--- config.mk ---
export PLATFORM = sky130hd
export DESIGN_NAME = hydration_reminder_flat
export DESIGN_NICKNAME = d
export VERILOG_FILES = /design/src/rtl/hydration_reminder_if.sv /design/src/rtl/hydration_reminder.sv /design/src/flat_wrapper.sv
export SDC_FILE = /design/constraint.sdc
export NUM_CORES = 1
export LEC_CHECK = 0
export CORE_ASPECT_RATIO = 0.6
export CORE_MARGIN = 10
export CORE_UTILIZATION = 40
export DETAILED_ROUTE_END_ITERATION = 8
export PLACE_DENSITY = 0.65
export SYNTH_ARGS = -nofsm -noshare
export SYNTH_HDL_FRONTEND = slang
export SYNTH_SLANG_ARGS = --single-unit
export TNS_END_PERCENT = 100
--- constraint.sdc ---
create_clock -name clk -period 2.8 [get_ports clk]
set_clock_uncertainty 0.05 [all_clocks]
set_input_delay 0.84 -clock clk [delete_from_list [all_inputs] [get_ports clk]]
set_output_delay 0.84 -clock clk [all_outputs]
set_load 0.01 [all_outputs]
--- src/rtl/hydration_reminder_if.sv ---
// Signal bundle between the drink counter / user inputs and the hydration reminder.
interface hydration_reminder_if #(
   parameter int unsigned DRINK_W = 6,
   parameter int unsigned TIMER_W = 12
);
   logic               tick;
   logic [DRINK_W-1:0] water_drunk;
   logic               ack;
   logic               remind;
   logic               buzzer;
   logic               goal_met;
   logic [2:0]         state;
   logic [TIMER_W-1:0] elapsed;

   modport master (
      output tick, water_drunk, ack,
      input  remind, buzzer, goal_met, state, elapsed
   );

   modport slave (
      input  tick, water_drunk, ack,
      output remind, buzzer, goal_met, state, elapsed
   );
endinterface

--- src/rtl/hydration_reminder.sv ---
// Drink-interval reminder with escalation to buzzer, snooze and daily-goal tracking.
// Optional HYDRATION_BUZZER_CHIRP_EN: buzzer toggles on each tick while in ALARM.
module hydration_reminder #(
   parameter int unsigned DRINK_W  = 6,
   parameter int unsigned TIMER_W  = 12,
   parameter int unsigned INTERVAL = 1800,
   parameter int unsigned ESCALATE = 120,
   parameter int unsigned SNOOZE   = 300,
   parameter int unsigned GOAL     = 32
) (
   input logic clk,
   input logic reset,
   hydration_reminder_if.slave bus
);
   typedef enum logic [2:0] {
      S_WAIT   = 3'd0,
      S_REMIND = 3'd1,
      S_ALARM  = 3'd2,
      S_SNOOZE = 3'd3,
      S_DONE   = 3'd4
   } state_t;

   localparam logic [TIMER_W-1:0] INTERVAL_T = TIMER_W'(INTERVAL);
   localparam logic [TIMER_W-1:0] ESCALATE_T = TIMER_W'(ESCALATE);
   localparam logic [TIMER_W-1:0] SNOOZE_T   = TIMER_W'(SNOOZE);
   localparam logic [DRINK_W-1:0] GOAL_T     = DRINK_W'(GOAL);

   state_t             st;
   logic [TIMER_W-1:0] elapsed;
   logic [DRINK_W-1:0] prev_drunk;
   logic               remind;
   logic               buzzer;
   logic               goal_met;

   logic               drink;
   logic               at_goal;
   logic [TIMER_W-1:0] inc;

   assign drink   = bus.water_drunk > prev_drunk;
   assign at_goal = bus.water_drunk >= GOAL_T;
   assign inc     = elapsed + 1'b1;

   always_ff @(posedge clk) begin
      if (!reset) begin
         st         <= S_WAIT;
         elapsed    <= '0;
         remind     <= 1'b0;
         buzzer     <= 1'b0;
         goal_met   <= 1'b0;
         prev_drunk <= bus.water_drunk;
      end else begin
         prev_drunk <= bus.water_drunk;
         goal_met   <= at_goal;
         if (st == S_DONE) begin
            elapsed <= '0;
            if (!at_goal) st <= S_WAIT;
         end else if (drink) begin
            // drink outranks ack and swallows a coincident tick
            st      <= at_goal ? S_DONE : S_WAIT;
            elapsed <= '0;
            remind  <= 1'b0;
            buzzer  <= 1'b0;
         end else begin
            case (st)
               S_WAIT: begin
                  if (bus.tick) begin
                     if (inc == INTERVAL_T) begin
                        st      <= S_REMIND;
                        elapsed <= '0;
                        remind  <= 1'b1;
                     end else begin
                        elapsed <= inc;
                     end
                  end
               end
               S_REMIND: begin
                  if (bus.ack) begin
                     st      <= S_SNOOZE;
                     elapsed <= '0;
                     remind  <= 1'b0;
                  end else if (bus.tick) begin
                     if (inc == ESCALATE_T) begin
                        st      <= S_ALARM;
                        elapsed <= '0;
                        buzzer  <= 1'b1;
                     end else begin
                        elapsed <= inc;
                     end
                  end
               end
               S_ALARM: begin
                  if (bus.ack) begin
                     st      <= S_SNOOZE;
                     elapsed <= '0;
                     remind  <= 1'b0;
                     buzzer  <= 1'b0;
                  end else if (bus.tick) begin
                     if (elapsed != '1) elapsed <= inc;
`ifdef HYDRATION_BUZZER_CHIRP_EN
                     buzzer <= ~buzzer;
`endif
                  end
               end
               S_SNOOZE: begin
                  if (bus.tick) begin
                     if (inc == SNOOZE_T) begin
                        st      <= S_REMIND;
                        elapsed <= '0;
                        remind  <= 1'b1;
                     end else begin
                        elapsed <= inc;
                     end
                  end
               end
               default: begin
                  st      <= S_WAIT;
                  elapsed <= '0;
                  remind  <= 1'b0;
                  buzzer  <= 1'b0;
               end
            endcase
         end
      end
   end

   assign bus.state    = st;
   assign bus.elapsed  = elapsed;
   assign bus.remind   = remind;
   assign bus.buzzer   = buzzer;
   assign bus.goal_met = goal_met;
endmodule

--- src/flat_wrapper.sv ---
// flat-port wrapper written by rule: the top's interface ports become plain ports
module hydration_reminder_flat 
#(
   parameter int unsigned DRINK_W  = 6,
   parameter int unsigned TIMER_W  = 12,
   parameter int unsigned INTERVAL = 1800,
   parameter int unsigned ESCALATE = 120,
   parameter int unsigned SNOOZE   = 300,
   parameter int unsigned GOAL     = 32
)
  (clk, reset, bus_tick, bus_water_drunk, bus_ack, bus_remind, bus_buzzer, bus_goal_met, bus_state, bus_elapsed);
  hydration_reminder_if #(.DRINK_W(DRINK_W), .TIMER_W(TIMER_W)) bus_i ();
  input logic clk;
  input logic reset;
  input wire logic [$bits(bus_i.tick)-1:0] bus_tick;
  input wire logic [$bits(bus_i.water_drunk)-1:0] bus_water_drunk;
  input wire logic [$bits(bus_i.ack)-1:0] bus_ack;
  output wire logic [$bits(bus_i.remind)-1:0] bus_remind;
  output wire logic [$bits(bus_i.buzzer)-1:0] bus_buzzer;
  output wire logic [$bits(bus_i.goal_met)-1:0] bus_goal_met;
  output wire logic [$bits(bus_i.state)-1:0] bus_state;
  output wire logic [$bits(bus_i.elapsed)-1:0] bus_elapsed;
  assign bus_i.tick = bus_tick;
  assign bus_i.water_drunk = bus_water_drunk;
  assign bus_i.ack = bus_ack;
  assign bus_remind = bus_i.remind;
  assign bus_buzzer = bus_i.buzzer;
  assign bus_goal_met = bus_i.goal_met;
  assign bus_state = bus_i.state;
  assign bus_elapsed = bus_i.elapsed;
  hydration_reminder #(.DRINK_W(DRINK_W), .TIMER_W(TIMER_W), .INTERVAL(INTERVAL), .ESCALATE(ESCALATE), .SNOOZE(SNOOZE), .GOAL(GOAL)) u_core (.clk(clk), .reset(reset), .bus(bus_i));
endmodule
==> metrics.txt, run 1 <==
sequential share of power 42.2%; max-cap viol count 0; Netlist cell types 50; Final Max Tran Viols 0; CTS Hold Bufs 0; status complete, no violations; pin count of the biggest net entering global routing 16; register area share after synthesis 28.5%; final cell count without fillers 311; crit share post-route 97.3%; Hold Path Stages 2; worst rel slew slack 68.8%; layout cells sized above 1 14.7%; CTS Buf Count 3; Synth Net Count 231; CTS tree built; filler cell count 394; WS Path Type in2reg; initial antenna violation count 0; final WL 4.92 mm; Syn Area/Cell 7.87 µm²; die height 70.3 µm; Critical Path RT 2.92 ns; Post-synth EDFFs 0; DRC Markers 0; Chip Width 104 µm; Seq cells post-synth 24; clk sinks 24; commonest cells after routing, fill and taps aside 25 x clkdlybuf4s50_1, 24 x dfxtp_1, 21 x buf_4; R2R depth 8; core area 4080 µm²; Syn Inst Count 214; initial cell density of the core 41.3%; worst-path maximum fanout 3; commonest non-fill, non-tap cell in the layout clkdlybuf4s50_1; CTS Buffer Depth 2; Syn. warnings 0; met2 usage 15.8%; clock slew seen by the registers of the worst setup and hold paths 0.09 ns; WP data arrival 2.84 ns; First DRT Iteration DRCs 174; Internal Power 602 µW; Sw Ratio 33.7%; Hold Crit Class reg2reg; worst-margin pin slew 0.468 ns; synth-to-layout area growth 32.5%; Clk pwr share 22.9%; combinational power share 34.9%; Pleak 0.000820 µW; Post-DRT Antenna Nets 0; drt pass-1 iters 4; clk root buf clkbuf_8; Synth Cell Area 1680 µm²; FMAX 367 MHz; setup TNS 0 ns; Die ar. 7290 µm²; H-tree depth 1; post-placement cell count 306; post-route cell area 2230 µm²; CP Capture Type flop; crit path time final 2.73 ns; drt via density 5.68; fraction of registers with async set or reset after synthesis 0%; Routed wire per std cell 15.8 µm; # setup viols final 0; NetSw 306 µW; io pins 28; Placer Congestion 0.952; Tot Pwr 908 µW; Congestion Overflow GR 0; vias 1,765; GRT busiest layer met1; # rows 18; dpl hpwl 3.85 mm; final hold violation count 0; VDD IR-drop max 251 µV; ant diodes 0; ys flop type dfxtp_1; met3 GRT Util 4.58%; GRT Util Overall 13.0%; dpl cell area 2110 µm²; final-stage net count 270; vias in the first global route 1,574; GR Layer Usage met1 20.5%; Startpoint Class input pin; first-pass GRT wire length 8.02 mm; worst skew pair latency 0.27 ns; Pwr Density 407 nW/µm²; Port Buf Inserts 27; Hold Slack 0.450 ns
worst paths after layout:
check	slack, ns	start	endpoint
worst max-delay path	0.07	bus_water_drunk[0]	u_core.bus.state[1]$_SDFFE_PN0P_
worst max register to register	0.22	u_core.bus.elapsed[0]$_SDFFE_PP0P_	u_core.bus.state[1]$_SDFFE_PN0P_
worst min-delay path	0.45	u_core.bus.remind$_SDFFE_PN0P_	u_core.bus.remind$_SDFFE_PN0P_
worst min register to register	0.45	u_core.bus.remind$_SDFFE_PN0P_	u_core.bus.remind$_SDFFE_PN0P_
layer usage:
metal / wire length, µm / part of all wire (%) / up-vias
li1: - / - / 883
met1: 2490 / 51 / 812
met2: 1870 / 38 / 68
met3: 547 / 11 / 2
met4: 14 / 0.28 / 0
met5: 0 / 0 / -
logic make-up after synthesis:
| kind of cell | count (synthesis) | share of synthesized area, % |
|---|---|---|
| adders and majority gates | 7 | 5.20 |
| xor gates and xnor gates | 6 | 3.12 |
| muxes | 1 | 0.594 |
| DFF | 24 | 28.5 |
| AOI/OAI and AO/OA | 60 | 26.9 |
| buffers and inverters | 27 | 7.06 |
| and+or+nand+nor | 89 | 28.6 |
repair_timing:
action                     in CTS  in global routing
buffers inserted                0                  2
pin swaps                       3                  4
gates resized for setup         5                  8
setup endpoints to repair       9                 12
through the flow:
| step | utilization (%) | worst slack, ns |
|---|---|---|
| after floorplan | - | 0.0822 |
| after global placement | 51.7 | -0.389 |
| after detailed placement | 51.7 | -0.457 |
| after CTS | 53.3 | 0.0310 |
| after global routing | 54.7 | -0.00661 |
| final | 54.7 | 0.0750 |
power by group through the flow:
stage | logic (µW) | clock network (µW) | registers (µW)
6_report | 317 | 208 | 383
5_1_grt | 345 | 229 | 386
4_1_cts | 297 | 216 | 382
3_5_place_dp | 287 | 0 | 390
3_3_place_gp | 285 | 0 | 389
2_1_floorplan | 179 | 0 | 381
registers in the layout (all words and copies together), names as in the netlist:
| name | flops |
|---|---|
| u_core.prev_drunk | 6 |
| u_core.bus.state | 3 |
| u_core.bus.buzzer | 1 |
| u_core.bus.remind | 1 |
| u_core.bus.goal_met | 1 |
| u_core.bus.elapsed | 12 |
critical path, stage by stage:
cell and delay, ns:
clkdlybuf4s50_1 0.47, inv_1 0.04, ha_1 0.29, and4_4 0.18
a31oi_4 0.20, o31ai_4 0.10, buf_4 0.14, o211ai_1 0.18
o21ai_1 0.12, a32o_1 0.27
layout make-up:
| cell class | count | area, µm² | share of cell area (%) |
|---|---|---|---|
| Clock buffer | 3 | 41.3 | 1.85 |
| Inverter | 13 | 48.8 | 2.19 |
| Multi-Input combinational cell | 163 | 1160 | 51.8 |
| Sequential cell | 24 | 480 | 21.5 |
| Tap cell | 60 | 75.1 | 3.37 |
| Timing Repair Buffer | 48 | 429 | 19.2 |
cell usage after synthesis, types with 2 or more instances:
cell type | number | area share (%)
o21a_1 | 4 | 1.8
clkbuf_1 | 10 | 2.2
a41oi_1 | 4 | 2.1
a21boi_0 | 2 | 0.89
o311ai_1 | 2 | 1.0
a21oi_1 | 8 | 2.4
and4_1 | 3 | 1.6
o31ai_4 | 2 | 2.5
a21o_1 | 2 | 0.89
nand3_1 | 15 | 4.5
ha_1 | 7 | 5.2
xnor2_1 | 5 | 2.6
nand2_1 | 17 | 3.8
nor4_1 | 3 | 1.1
nor2b_1 | 4 | 1.5
nand4_1 | 4 | 1.5
nor3_1 | 5 | 1.5
o31a_1 | 2 | 1.0
buf_6 | 2 | 1.3
nor3b_1 | 3 | 1.3
nand2b_1 | 4 | 1.5
o211ai_1 | 4 | 1.8
and2_1 | 3 | 1.1
nor2_1 | 14 | 3.1
inv_1 | 13 | 2.9
or3_1 | 2 | 0.74
a31oi_1 | 12 | 4.5
o21ai_0 | 2 | 0.59
dfxtp_1 | 24 | 29
o21ai_1 | 4 | 1.2
buf_2 | 2 | 0.59
and3_1 | 4 | 1.5
nand3b_1 | 5 | 2.2
Power figures use the tool's default switching activity.
==> run 2, diff against run 1 <==
PLACE_DENSITY = 0.63   (was 0.65)
SETUP_SLACK_MARGIN = 0.15   (was default)
clock period = 3.4 ns   (was 2.8 ns; I/O delays follow)
==> run 2 against run 1 <==
Against the previous run:
- design area fell by 6.4%
- routed wire length fell by 5.0%
- die area did not move
- clock power barely moved
- cell count decreased by 3.9%
==> metrics.txt, run 2 (synthesized netlist as in run 1, its figures left out) <==
status complete, no violations; CTS Buf Count 3; initial antenna violation count 0; Reg area 480 µm²; worst-path maximum fanout 3; max-cap viol count 0; worst-margin pin slew 0.469 ns; CTS Hold Bufs 0; die height 70.3 µm; Hold Crit Class reg2reg; Congestion Overflow GR 0; drt via density 5.58; postcts setup bufs 0; Chip Width 104 µm; commonest non-fill, non-tap cell in the layout clkdlybuf4s50_1; dpl hpwl 3.70 mm; Routed wire per std cell 15.6 µm; crit share post-route 90.7%; Die ar. 7290 µm²; CP Capture Type flop; worst rel slew slack 68.5%; CTS tree built; Placer Congestion 0.902; multi-input combinational cell area 1100 µm²; Pleak 0.000743 µW; Largest Register u_core.bus.elapsed; WS Path Type in2reg; First DRT Iteration DRCs 155; RSZ-0062 raised after global routing no; clk root buf clkbuf_8; # setup viols final 0; core area 4080 µm²; Pwr Density 360 nW/µm²; clock slew seen by the registers of the worst setup and hold paths 0.09 ns; crit path launch bus_water_drunk[5]; commonest cells after routing, fill and taps aside 27 x clkdlybuf4s50_1, 24 x dfxtp_1, 17 x nand2_1; # rows 18; VDD IR-drop max 160 µV; vias in the first global route 1,471; DRC Markers 0; filler cell count 388; vias 1,668; ant diodes 0; final hold violation count 0; Critical Path RT 3.52 ns; worst skew pair latency 0.27 ns; setup ws final 0.316 ns; synth-to-layout area growth 24.0%; final-stage net count 257; Place WS -0.0705 ns; r2r startpoint u_core.bus.elapsed[0]$_SDFFE_PP0P_; crit path time final 3.08 ns; GRT Util Overall 12.4%; worst hold start u_core.bus.remind$_SDFFE_PN0P_; pin count of the biggest net entering global routing 16; number of flip-flops under the largest register name 12; clk sinks 24; Port Buf Inserts 27; CTS Buffer Depth 2; first-pass GRT wire length 7.60 mm; WP data arrival 3.21 ns; Startpoint Class input pin; drt pass-1 iters 4; FMAX 324 MHz; Post-DRT Antenna Nets 0; io pins 28; Core Util, Final 51.2%; initial cell density of the core 41.3%; Final Max Tran Viols 0; layout cells sized above 1 6.69%; H-tree depth 1; final WL 4.67 mm
-- run 2: cell count changes in the layout (fill, tap and decap cells not counted), sizes merged --
cell           previous run  this run
dlygate4sd2               1         0
clkdlybuf4s50            25        27
dlymetal6s2s              1         0
clkbuf                    3         4
buf                      21         8
-- run 2: area by class of cell --
type / count / area share (%)
Clock buffer: 4 / 2.64
Inverter: 13 / 2.34
Multi-Input combinational cell: 163 / 52.6
Sequential cell: 24 / 23.0
Tap cell: 60 / 3.59
Timing Repair Buffer: 35 / 15.8
-- run 2: timing repair --
action                                 4_1_cts  5_1_grt
resized for setup                            0        2
endpoints found under the hold margin        0        0
setup endpoints to repair                    0        3
-- run 2: stage by stage --
| step | cells | area, µm² | TNS [ns] | total power [µW] | hold slack, ns |
|---|---|---|---|---|---|
| detailed placement | 295 | 2020 | -0.142 | 547 | 0.445 |
| CTS | 299 | 2070 | 0 | 750 | 0.462 |
| global route | 299 | 2090 | 0 | 790 | 0.487 |
| finish | 299 | 2090 | 0 | 753 | 0.461 |
| global placement | 295 | 2020 | -0.00150 | 546 | 0.434 |
| floorplan | 214 | 1680 | 0 | 460 | 0.455 |
-- run 2: layer usage --
metal	vias to the layer above	wire length (µm)	GRT usage, %
li1	854	-	-
met1	749	2520	19.9
met2	63	1700	15.2
met3	2	431	4.12
met4	0	15	0.922
met5	-	0	0
-- run 2: final timing paths --
check                           cells after the start                                to  slack (ns)
worst max register to register                      8  u_core.bus.state[1]$_SDFFE_PN0P_        0.57
worst min register to register                      2    u_core.bus.remind$_SDFFE_PN0P_        0.46
worst min-delay path                                2    u_core.bus.remind$_SDFFE_PN0P_        0.46
worst max-delay path                               10  u_core.bus.state[1]$_SDFFE_PN0P_        0.32
-- run 2: critical path: stages --
cell             delay (ns)
clkdlybuf4s50_1        0.44
ha_1                   0.33
a21o_1                 0.21
a21oi_1                0.06
a31oi_1                0.30
o31ai_4                0.14
buf_4                  0.16
o211ai_1               0.17
o21ai_1                0.12
a32o_1                 0.28
-- run 2: power by group --
part | switching, µW | internal, µW
Clock | 101 | 104
Sequential | 23.6 | 294
Combinational | 126 | 104
==> run 3, diff against run 2 <==
CTS_CLUSTER_DIAMETER = 60   (was default)
SLEW_MARGIN = 20   (was default)
==> results of run 3 <==
No change in the layout: final DEF, timing and power equal those of run 2.
==> RTL edit (settings of run 1) <==
`DRINK_W` is set to 6 in 3 places; all go to 5.
--- a/src/rtl/hydration_reminder_if.sv
+++ b/src/rtl/hydration_reminder_if.sv
@@ -2,3 +2,3 @@
 interface hydration_reminder_if #(
-   parameter int unsigned DRINK_W = 6,
+   parameter int unsigned DRINK_W = 5,
    parameter int unsigned TIMER_W = 12
--- a/src/rtl/hydration_reminder.sv
+++ b/src/rtl/hydration_reminder.sv
@@ -3,3 +3,3 @@
 module hydration_reminder #(
-   parameter int unsigned DRINK_W  = 6,
+   parameter int unsigned DRINK_W  = 5,
    parameter int unsigned TIMER_W  = 12,
--- a/src/flat_wrapper.sv
+++ b/src/flat_wrapper.sv
@@ -3,3 +3,3 @@
 #(
-   parameter int unsigned DRINK_W  = 6,
+   parameter int unsigned DRINK_W  = 5,
    parameter int unsigned TIMER_W  = 12,
Ports: changed (resized bus_water_drunk); port bits go from 28 to 27. The function was not compared with the original's and may differ.
==> RTL edit against run 1 <==
Count of clock-buffer cells in the layout stayed put; largest power group unchanged; maximum frequency grew 1.5%; routed wire length is 6.6% lower; synthesized area rose by 0.15%; cell count rose by 1.6%; global-route usage shrank 0.53 points; setup slack better by 0.041 ns; power shrank 14%; cell area down 3.5%; non-clock buffer count is 3 lower; sequential cell count down 1.
==> RTL edit: results (changes against run 1) <==
stage	metric	value	unit	change
finish	drive_gt1_share	16.4	%	+1.7 points
power_and_ir_drop	p_leak	0.804	nW	-2.0%
finish	design.seq.count	23		-4.2%
global_route	grt_pass1_wl	7.76	mm	-3.3%
critical_path	cp-endpoint	u_core.bus.elapsed[2]$_SDFFE_PP0P_		
route	via_count	1739		-1.5%
critical_path	max_stage_delay	0.42	ns	-0.05 ns
finish	num-multi-input-gates	173		+6.1%
power_and_ir_drop	ir_drop	143	uV	-43%
synthesis	netlist_top_cells_count	24 x nand2_1, 23 x dfxtp_1, 16 x nor2_1, 13 x nand3_1, 12 x o21ai_0		
placed_design	hpwl	3.58	mm	-7.1%
finish	buf_share	18.7	%	-0.53 points
synthesis	synth-seq-area-share	27.3	%	-1.2 points
sta	hold_slack	0.398	ns	-0.0518 ns
finish	buffers	45		-6.3%
global_route	grt_max_degree	18		+2
route	drtIter0Drc	165		-5.2%
sta	fin_ws	0.116	ns	+0.0406 ns
status	status	finished clean		
power_and_ir_drop	power_density	361	nW/um^2	-11%
critical_path	arrival	2.85	ns	about the same
sta	worst_pin_slew	0.486	ns	+0.0178 ns
critical_path	cp-startpoint	bus_water_drunk[1]		
finish	layout.cells.non_filler	316		+1.6%
finish	nets	272		+0.74%
finish	nFillCells	385		-2.3%
global_route	grt_pass1_vias	1533		-2.6%
global_route	track_usage	12.5	%	-0.53 points
synthesis	ys.flop_type	dfxtp_1		
placed_design	gp_congestion	0.853		-10%
placed_design	io_buffers	26		-3.7%
placed_design	dp.cells	312		+2.0%
min_path	worstHoldEndpoint	u_core.bus.buzzer$_SDFFE_PN0P_		
finish	layout.area.seq	464	um^2	-3.4%
synthesis	syn_avg_cell_area	7.50	um^2	-4.7%
finish	clkCellAreaFrac	2.15	%	+0.30 points
synthesis	syn_nets	240		+3.9%
synthesis	synth.top_cells.by_area	dfxtp_1 27%, nand2_1 5.3%, o211ai_1 4.9%		
critical_path	r2r-end	u_core.bus.state[0]$_SDFFE_PN0P_		
route	wirelength	4.59	mm	-6.6%
finish	inv_count	11		-2
placed_design	placed_area	2070	um^2	-1.8%
min_path	min_from	u_core.bus.buzzer$_SDFFE_PN0P_		
-- RTL edit: metal layers --
metal / global-route usage [%] / share of wire [%] / up-vias
li1: - / - / 889
met1: 18.9 / 52 / 797
met2: 16.4 / 40 / 49
met3: 4.30 / 7.7 / 4
met4: 1.38 / 0.37 / 0
met5: 0 / 0 / -
-- RTL edit: kinds of logic (layout without fill, tap and decap cells) --
logic type	count (synthesis)	after routing	share of synthesized area, %
AO/OA/AOI/OAI	64	64	26.9
XOR/XNOR	4	4	2.08
buffers and inverters	29	60	8.16
AND/OR/NAND/NOR	97	97	29.9
flip-flops	23	23	27.3
multiplexers	2	2	1.19
adder cells (fa/ha/maj)	6	6	4.45
-- RTL edit: power breakdown --
part	switching, W	total (W)	internal, W
Sequential	0.0000134	0.000351	0.000338
Clock	0.000116	0.000216	0.0000997
Combinational	0.000111	0.000210	0.0000984
Total	0.000241	0.000777	0.000536
-- RTL edit: what timing repair did --
action                                  in CTS  in global routing
pin swaps                                    0                  1
resized for setup                            2                 10
endpoints found under the setup margin       2                 13
